==> src/rtl/rlnn_step_controller.sv <==
// Sequences one RL agent step through the NN wrapper: model forward, argmax action,
// optional target forward, TD-loss and training pass, with a per-wait timeout abort.
module rlnn_step_controller #(
    parameter int DATA_WIDTH          = 4,
    parameter int COUNT               = 4,
    parameter int NEURON_INPUT_LAYER  = 2,
    parameter int NEURON_OUTPUT_LAYER = 2,
    parameter int TIMEOUT             = 255,
    localparam int ACT_W = (NEURON_OUTPUT_LAYER > 1) ? $clog2(NEURON_OUTPUT_LAYER) : 1
) (
    input  logic                                      clk,
    input  logic                                      rst_b,
    input  logic                                      start,
    input  logic [NEURON_INPUT_LAYER*DATA_WIDTH-1:0]  state_in,
    input  logic [DATA_WIDTH-1:0]                     reward,
    input  logic                                      train_en,
    output logic                                      busy,
    output logic                                      step_done,
    output logic [ACT_W-1:0]                          action,
    output logic [NEURON_OUTPUT_LAYER*DATA_WIDTH-1:0] q_out,
    output logic                                      timeout_err,
    output logic [NEURON_INPUT_LAYER*DATA_WIDTH-1:0]  nn_input,
    output logic                                      input_enable,
    output logic                                      use_target,
    output logic                                      is_training,
    output logic [COUNT*DATA_WIDTH-1:0]               loss,
    input  logic [NEURON_OUTPUT_LAYER*DATA_WIDTH-1:0] nn_inf_output,
    input  logic                                      model_fwd_done,
    input  logic                                      target_fwd_done,
    input  logic                                      training_done
);

    localparam int CNT_W = $clog2(TIMEOUT + 1);

    typedef enum logic [2:0] {
        S_IDLE, S_MODEL_FWD, S_SELECT, S_TARGET_FWD, S_LOSS, S_TRAIN, S_DONE
    } state_t;

    state_t                                    r_state;
    logic [CNT_W-1:0]                          r_waitCnt;
    logic                                      r_modelPrev, r_targetPrev, r_trainPrev;
    logic [DATA_WIDTH-1:0]                     r_reward;
    logic                                      r_trainEn;
    logic [DATA_WIDTH-1:0]                     r_tmax;
    logic                                      r_busy, r_stepDone, r_timeoutErr;
    logic [ACT_W-1:0]                          r_action;
    logic [NEURON_OUTPUT_LAYER*DATA_WIDTH-1:0] r_qOut;
    logic [NEURON_INPUT_LAYER*DATA_WIDTH-1:0]  r_nnInput;
    logic                                      r_inputEnable, r_useTarget, r_isTraining;
    logic [COUNT*DATA_WIDTH-1:0]               r_loss;

    logic                  w_modelRise, w_targetRise, w_trainRise, w_waitExpired;
    logic [ACT_W-1:0]      w_argIdx;
    logic [DATA_WIDTH-1:0] w_argVal, w_infMax, w_qSel, w_td;
    logic [DATA_WIDTH:0]   w_sum, w_qExt, w_diff;
    logic [COUNT*DATA_WIDTH-1:0] w_lossNext;

    assign w_modelRise   = model_fwd_done  & ~r_modelPrev;
    assign w_targetRise  = target_fwd_done & ~r_targetPrev;
    assign w_trainRise   = training_done   & ~r_trainPrev;
    assign w_waitExpired = (r_waitCnt == CNT_W'(TIMEOUT - 1));

    // Argmax with strict compare so ties resolve to the lowest index.
    always_comb begin
        w_argIdx = '0;
        w_argVal = r_qOut[0 +: DATA_WIDTH];
        for (int i = 1; i < NEURON_OUTPUT_LAYER; i++) begin
            if (r_qOut[i*DATA_WIDTH +: DATA_WIDTH] > w_argVal) begin
                w_argVal = r_qOut[i*DATA_WIDTH +: DATA_WIDTH];
                w_argIdx = ACT_W'(i);
            end
        end
    end

    always_comb begin
        w_infMax = nn_inf_output[0 +: DATA_WIDTH];
        for (int i = 1; i < NEURON_OUTPUT_LAYER; i++) begin
            if (nn_inf_output[i*DATA_WIDTH +: DATA_WIDTH] > w_infMax)
                w_infMax = nn_inf_output[i*DATA_WIDTH +: DATA_WIDTH];
        end
    end

    always_comb begin
        w_qSel = r_qOut[0 +: DATA_WIDTH];
        for (int i = 1; i < NEURON_OUTPUT_LAYER; i++) begin
            if (r_action == ACT_W'(i))
                w_qSel = r_qOut[i*DATA_WIDTH +: DATA_WIDTH];
        end
    end

    // TD error at one extra bit so reward+tmax cannot wrap before saturation.
    always_comb begin
        w_sum  = {1'b0, r_reward} + {1'b0, r_tmax};
        w_qExt = {1'b0, w_qSel};
        w_diff = (w_sum >= w_qExt) ? (w_sum - w_qExt) : (w_qExt - w_sum);
        w_td   = w_diff[DATA_WIDTH] ? {DATA_WIDTH{1'b1}} : w_diff[DATA_WIDTH-1:0];
        w_lossNext = '0;
        w_lossNext[0 +: DATA_WIDTH] = w_td;
        w_lossNext[DATA_WIDTH +: DATA_WIDTH] = DATA_WIDTH'(r_action);
    end

    always_ff @(posedge clk or negedge rst_b) begin
        if (!rst_b) begin
            r_modelPrev  <= 1'b0;
            r_targetPrev <= 1'b0;
            r_trainPrev  <= 1'b0;
        end else begin
            r_modelPrev  <= model_fwd_done;
            r_targetPrev <= target_fwd_done;
            r_trainPrev  <= training_done;
        end
    end

    always_ff @(posedge clk or negedge rst_b) begin
        if (!rst_b) begin
            r_state       <= S_IDLE;
            r_waitCnt     <= '0;
            r_reward      <= '0;
            r_trainEn     <= 1'b0;
            r_tmax        <= '0;
            r_busy        <= 1'b0;
            r_stepDone    <= 1'b0;
            r_timeoutErr  <= 1'b0;
            r_action      <= '0;
            r_qOut        <= '0;
            r_nnInput     <= '0;
            r_inputEnable <= 1'b0;
            r_useTarget   <= 1'b0;
            r_isTraining  <= 1'b0;
            r_loss        <= '0;
        end else begin
            case (r_state)
                S_IDLE: begin
                    if (start) begin
                        r_reward      <= reward;
                        r_trainEn     <= train_en;
                        r_timeoutErr  <= 1'b0;
                        r_nnInput     <= state_in;
                        r_inputEnable <= 1'b1;
                        r_busy        <= 1'b1;
                        r_waitCnt     <= '0;
                        r_state       <= S_MODEL_FWD;
                    end
                end
                S_MODEL_FWD: begin
                    if (w_modelRise) begin
                        r_qOut        <= nn_inf_output;
                        r_inputEnable <= 1'b0;
                        r_state       <= S_SELECT;
                    end else if (w_waitExpired) begin
                        r_timeoutErr  <= 1'b1;
                        r_inputEnable <= 1'b0;
                        r_stepDone    <= 1'b1;
                        r_state       <= S_DONE;
                    end else begin
                        r_waitCnt <= r_waitCnt + 1'b1;
                    end
                end
                S_SELECT: begin
                    r_action <= w_argIdx;
                    if (r_trainEn) begin
                        r_useTarget <= 1'b1;
                        r_waitCnt   <= '0;
                        r_state     <= S_TARGET_FWD;
                    end else begin
                        r_stepDone <= 1'b1;
                        r_state    <= S_DONE;
                    end
                end
                S_TARGET_FWD: begin
                    if (w_targetRise) begin
                        r_tmax  <= w_infMax;
                        r_state <= S_LOSS;
                    end else if (w_waitExpired) begin
                        r_timeoutErr <= 1'b1;
                        r_useTarget  <= 1'b0;
                        r_stepDone   <= 1'b1;
                        r_state      <= S_DONE;
                    end else begin
                        r_waitCnt <= r_waitCnt + 1'b1;
                    end
                end
                S_LOSS: begin
                    r_loss       <= w_lossNext;
                    r_isTraining <= 1'b1;
                    r_waitCnt    <= '0;
                    r_state      <= S_TRAIN;
                end
                S_TRAIN: begin
                    if (w_trainRise || w_waitExpired) begin
                        r_timeoutErr <= ~w_trainRise;
                        r_useTarget  <= 1'b0;
                        r_isTraining <= 1'b0;
                        r_stepDone   <= 1'b1;
                        r_state      <= S_DONE;
                    end else begin
                        r_waitCnt <= r_waitCnt + 1'b1;
                    end
                end
                S_DONE: begin
                    r_stepDone <= 1'b0;
                    r_busy     <= 1'b0;
                    r_state    <= S_IDLE;
                end
                default: r_state <= S_IDLE;
            endcase
        end
    end

    assign busy         = r_busy;
    assign step_done    = r_stepDone;
    assign action       = r_action;
    assign q_out        = r_qOut;
    assign timeout_err  = r_timeoutErr;
    assign nn_input     = r_nnInput;
    assign input_enable = r_inputEnable;
    assign use_target   = r_useTarget;
    assign is_training  = r_isTraining;
    assign loss         = r_loss;

endmodule

==> config.mk <==
export PLATFORM = sky130hd
export DESIGN_NAME = rlnn_step_controller
export DESIGN_NICKNAME = d
export VERILOG_FILES = /design/src/rtl/rlnn_step_controller.sv
export SDC_FILE = /design/constraint.sdc
export NUM_CORES = 1
export LEC_CHECK = 0
export CORE_MARGIN = 2
export CORE_UTILIZATION = 46
export DETAILED_ROUTE_END_ITERATION = 16
export PLACE_DENSITY = 0.88
export SLEW_MARGIN = 20
export SYNTH_ARGS = -nofsm -noshare
export SYNTH_HDL_FRONTEND = slang
export SYNTH_SLANG_ARGS = --single-unit
==> constraint.sdc <==
create_clock -name clk -period 2.6 [get_ports clk]
set_input_delay 0.52 -clock clk [delete_from_list [all_inputs] [get_ports clk]]
set_output_delay 0.52 -clock clk [all_outputs]
set_load 0.05 [all_outputs]
==> results <==
[kinds of logic (layout without fill, tap and decap cells)]
kind of cell               after synthesis  in the layout
adders and majority gates               25             25
AOI/OAI and AO/OA                       82             82
other                                    1             11
and+or+nand+nor                         90             90
DFF                                     51             51
muxes                                   23             23
buffers and inverters                   48            108
xor gates and xnor gates                 3              3
[through the flow]
stage,area (um2),hold slack [ns],setup slack [ns],TNS [ns]
final,3940,0.289,-0.0282,-0.0282
after global routing,3940,0.366,-0.160,-0.272
after CTS,3890,0.321,-0.0365,-0.0365
after detailed placement,3760,0.498,-0.0774,-0.116
after global placement,3760,0.486,0.0524,0
after floorplan,3170,0.224,0.00197,0
[flip-flops by register name (all words and copies together) (netlist names), 3 cells and up]
register	cells
nn_input	8
r_state	3
r_reward	4
q_out	8
r_tmax	4
loss	5
r_waitCnt	8
[final cells by class]
| cell class | count | area (um2) |
|---|---|---|
| clock inverter | 2 | 13.8 |
| clock buffer | 6 | 72.6 |
| inverter | 26 | 97.6 |
| timing repair buffer | 74 | 686 |
| fill | 579 | 2750 |
| multi-input combinational | 234 | 1690 |
| sequential | 51 | 1280 |
| tap | 80 | 100 |
[worst paths after layout]
check | cells past startpoint | endpoint | startpoint | slack, ns
setup / recovery | 11 | loss[2]$_DFFE_PN0P_ | r_reward[0]$_DFFE_PN0P_ | -0.03
hold / removal | 2 | use_target$_DFFE_PN0P_ | rst_b | 0.29
setup reg to reg | 11 | loss[2]$_DFFE_PN0P_ | r_reward[0]$_DFFE_PN0P_ | -0.03
hold reg to reg | 1 | nn_input[2]$_DFFE_PN0P_ | nn_input[2]$_DFFE_PN0P_ | 0.51
max in group asynchronous | 2 | action$_DFFE_PN0P_ | rst_b | 1.85
min in group clk | 1 | nn_input[2]$_DFFE_PN0P_ | nn_input[2]$_DFFE_PN0P_ | 0.51
[per-layer routing]
metal  routed length [um]  global-route usage, %
met4                  127                   6.53
met3                  279                   3.90
met2                 3530                   33.6
met1                 2960                   24.0
met5                    0                      0
[Yosys cell counts, types with 8 or more instances]
master                    instances  area (um2)
sky130_fd_sc_hd__a21oi_1         19        95.1
sky130_fd_sc_hd__buf_4           11        82.6
sky130_fd_sc_hd__dfrtp_1         51        1280
sky130_fd_sc_hd__ha_1            22         275
sky130_fd_sc_hd__inv_1           24        90.1
sky130_fd_sc_hd__mux2_2          14         158
sky130_fd_sc_hd__mux2i_1          9        90.1
sky130_fd_sc_hd__nand2_1         29         109
sky130_fd_sc_hd__nand3_1          8        40.0
sky130_fd_sc_hd__nor2_1          24        90.1
sky130_fd_sc_hd__o21ai_0         15        75.1
sky130_fd_sc_hd__o21ai_1         10        50.1
[timing repair]
item,in CTS,in global routing
endpoints found under the setup margin,2,4
pin swaps,3,4
gates cloned,0,0
resized for setup,4,5
setup buffers,1,5
==> metrics.txt <==
# TYPE chip_impl_metric gauge
chip_impl_info{name="synth_top_family_by_area",value="compound AO/OA/AOI/OAI gates"} 1
chip_impl_metric{name="cp.arrival",unit="ns"} 2.83
chip_impl_metric{name="clock_sinks",unit=""} 51
chip_impl_metric{name="hold_violations",unit=""} 0
chip_impl_metric{name="antenna_found_initial",unit=""} 0
chip_impl_metric{name="place_hpwl",unit="mm"} 5.13
chip_impl_metric{name="report.final.slew_viol_count",unit=""} 0
chip_impl_metric{name="postSynth.asyncResetShare",unit="%"} 100
chip_impl_info{name="final_common_cell",value="sky130_fd_sc_hd__clkdlybuf4s50_1"} 1
chip_impl_info{name="rsz0062_at_grt",value="yes"} 1
chip_impl_metric{name="synth.yosys.seq_area_share",unit="%"} 40.9
chip_impl_metric{name="drt_first_pass_iters",unit=""} 4
chip_impl_metric{name="synth_simple_gate_area_share",unit="%"} 14.2
chip_impl_metric{name="die_height",unit="um"} 86.4
chip_impl_metric{name="rows",unit=""} 30
chip_impl_metric{name="yosys.area_share.adder",unit="%"} 10.7
chip_impl_metric{name="clock_skew",unit="ns"} 0.0110
chip_impl_metric{name="number_of_buffers_created_by_cts",unit=""} 5
chip_impl_metric{name="drc",unit=""} 0
chip_impl_metric{name="fin_nets",unit=""} 444
chip_impl_info{name="ctsRootBufferMaster",value="sky130_fd_sc_hd__clkbuf_8"} 1
chip_impl_metric{name="max_slew.worst_pin.slew",unit="ns"} 0.626
chip_impl_metric{name="core",unit="mm2"} 0.00668
chip_impl_metric{name="pin_count_of_the_biggest_net_entering_global_routing",unit=""} 52
chip_impl_info{name="worst_path_cell_chain",value="ha_2 > buf_4 > a21o_1 > a21oi_2 > xnor2_1 > ha_1 > and4_1 > a2111o_1 > mux2i_1 > xor2_1 > a31oi_1"} 1
chip_impl_metric{name="max_cap_violation_count",unit=""} 0
chip_impl_info{name="run_status",value="finished, violations left"} 1
chip_impl_metric{name="vias",unit=""} 2603
chip_impl_metric{name="number_of_register_bits_inferred_by_synthesis",unit=""} 51
chip_impl_info{name="timing.critical_path.from_type",value="flip-flop"} 1
chip_impl_metric{name="synthesis.yosys.warnings",unit=""} 0
chip_impl_metric{name="final_clock_period_utilization_by_the_worst_path",unit="%"} 101
chip_impl_info{name="mostFrequentLayoutCells",value="sky130_fd_sc_hd__clkdlybuf4s50_1, sky130_fd_sc_hd__dfrtp_1, sky130_fd_sc_hd__nand2_1"} 1
chip_impl_metric{name="final_critical_path_setup_slack",unit="ns"} -0.0282
chip_impl_metric{name="post_synthesis_share_of_cell_area_spent_on_xor_and_xnor_gates",unit="%"} 0.841
chip_impl_metric{name="cp.required",unit="ns"} 2.80
chip_impl_metric{name="wl",unit="mm"} 6.89
chip_impl_metric{name="cts_hold_buf",unit=""} 0
chip_impl_metric{name="synth_area_per_inst",unit="um2"} 9.67
chip_impl_metric{name="mappedNetlistArea",unit="mm2"} 0.00312
chip_impl_info{name="min-delay-path-class",value="input port to async pin"} 1
chip_impl_metric{name="timing.final.setup_violations",unit=""} 1
chip_impl_info{name="violations",value="setup timing"} 1
chip_impl_metric{name="largest_buffer_count_on_any_clock_path",unit=""} 2
chip_impl_metric{name="maximum_operating_frequency",unit="GHz"} 0.380
chip_impl_info{name="worstSetupEndpointType",value="flip-flop"} 1
chip_impl_info{name="critical-path-top-delay-family",value="compound AO/OA/AOI/OAI gates"} 1
chip_impl_metric{name="synth_compound_area_share",unit="%"} 17.6
chip_impl_metric{name="global_route.overflow_total",unit=""} 0
chip_impl_metric{name="worst_path_largest_cell_delay",unit="ns"} 0.41
chip_impl_metric{name="final_period_minus_worst_setup_slack",unit="ns"} 2.63
chip_impl_metric{name="antenna_violation_net_count_after_detailed_routing",unit=""} 0
chip_impl_metric{name="final-instance-count-excl-fill",unit=""} 473
chip_impl_metric{name="design.die.area",unit="mm2"} 0.00746
chip_impl_metric{name="dp.cells",unit=""} 459
chip_impl_metric{name="drt-vias-per-instance",unit=""} 5.50
chip_impl_metric{name="drt-wirelength-per-cell",unit="um"} 14.6
chip_impl_info{name="postSynth.topFlopCell",value="sky130_fd_sc_hd__dfrtp_1"} 1
chip_impl_metric{name="critPathBufInv",unit=""} 1
chip_impl_metric{name="grt_first_pass_wirelength",unit="mm"} 11.6
chip_impl_metric{name="number_of_enable_type_register_cells_in_the_synthesized_netlist",unit=""} 0
chip_impl_metric{name="syn2layout_area_growth",unit="%"} 26.0
chip_impl_info{name="critical_path_class",value="flip-flop to flip-flop"} 1
chip_impl_metric{name="post_synth_num_cell_types",unit=""} 55
chip_impl_metric{name="global_route.usage.total",unit="%"} 19.3
chip_impl_metric{name="chipWidth",unit="um"} 86.4
chip_impl_info{name="cpMaxStageDelayCell",value="sky130_fd_sc_hd__dfrtp_1"} 1
chip_impl_metric{name="gate_count_of_the_mapped_netlist",unit=""} 323
chip_impl_metric{name="muxShareOfSynthArea",unit="%"} 7.93
chip_impl_metric{name="cts.htree.levels",unit=""} 2
chip_impl_info{name="cts_tree",value="built"} 1
chip_impl_metric{name="crit_fanout",unit=""} 3
chip_impl_metric{name="start_util",unit="%"} 46.7
chip_impl_metric{name="insertion_delay",unit="ns"} 0.31
chip_impl_metric{name="postLayoutCoreUtil",unit="%"} 58.9
chip_impl_metric{name="cts.reportedPaths.clkPinSlew",unit="ns"} 0.09
chip_impl_metric{name="portBuffers",unit=""} 54
chip_impl_metric{name="drt_first_iter_violations",unit=""} 108
chip_impl_metric{name="gp_routability_congestion",unit=""} 0.899
chip_impl_metric{name="layout-drive-gt1-share",unit="%"} 16.3
chip_impl_metric{name="headroom_to_the_max_slew_limit",unit="%"} 58.3
chip_impl_metric{name="antenna_cells_inserted",unit=""} 0
chip_impl_metric{name="via_count_of_the_first_global_routing_pass",unit=""} 2554
chip_impl_metric{name="io_pins",unit=""} 66
Power of run 1 is left out: the tool's default activity adds up to more than one toggle a clock period on the data nets, which glitch-free logic cannot reach.
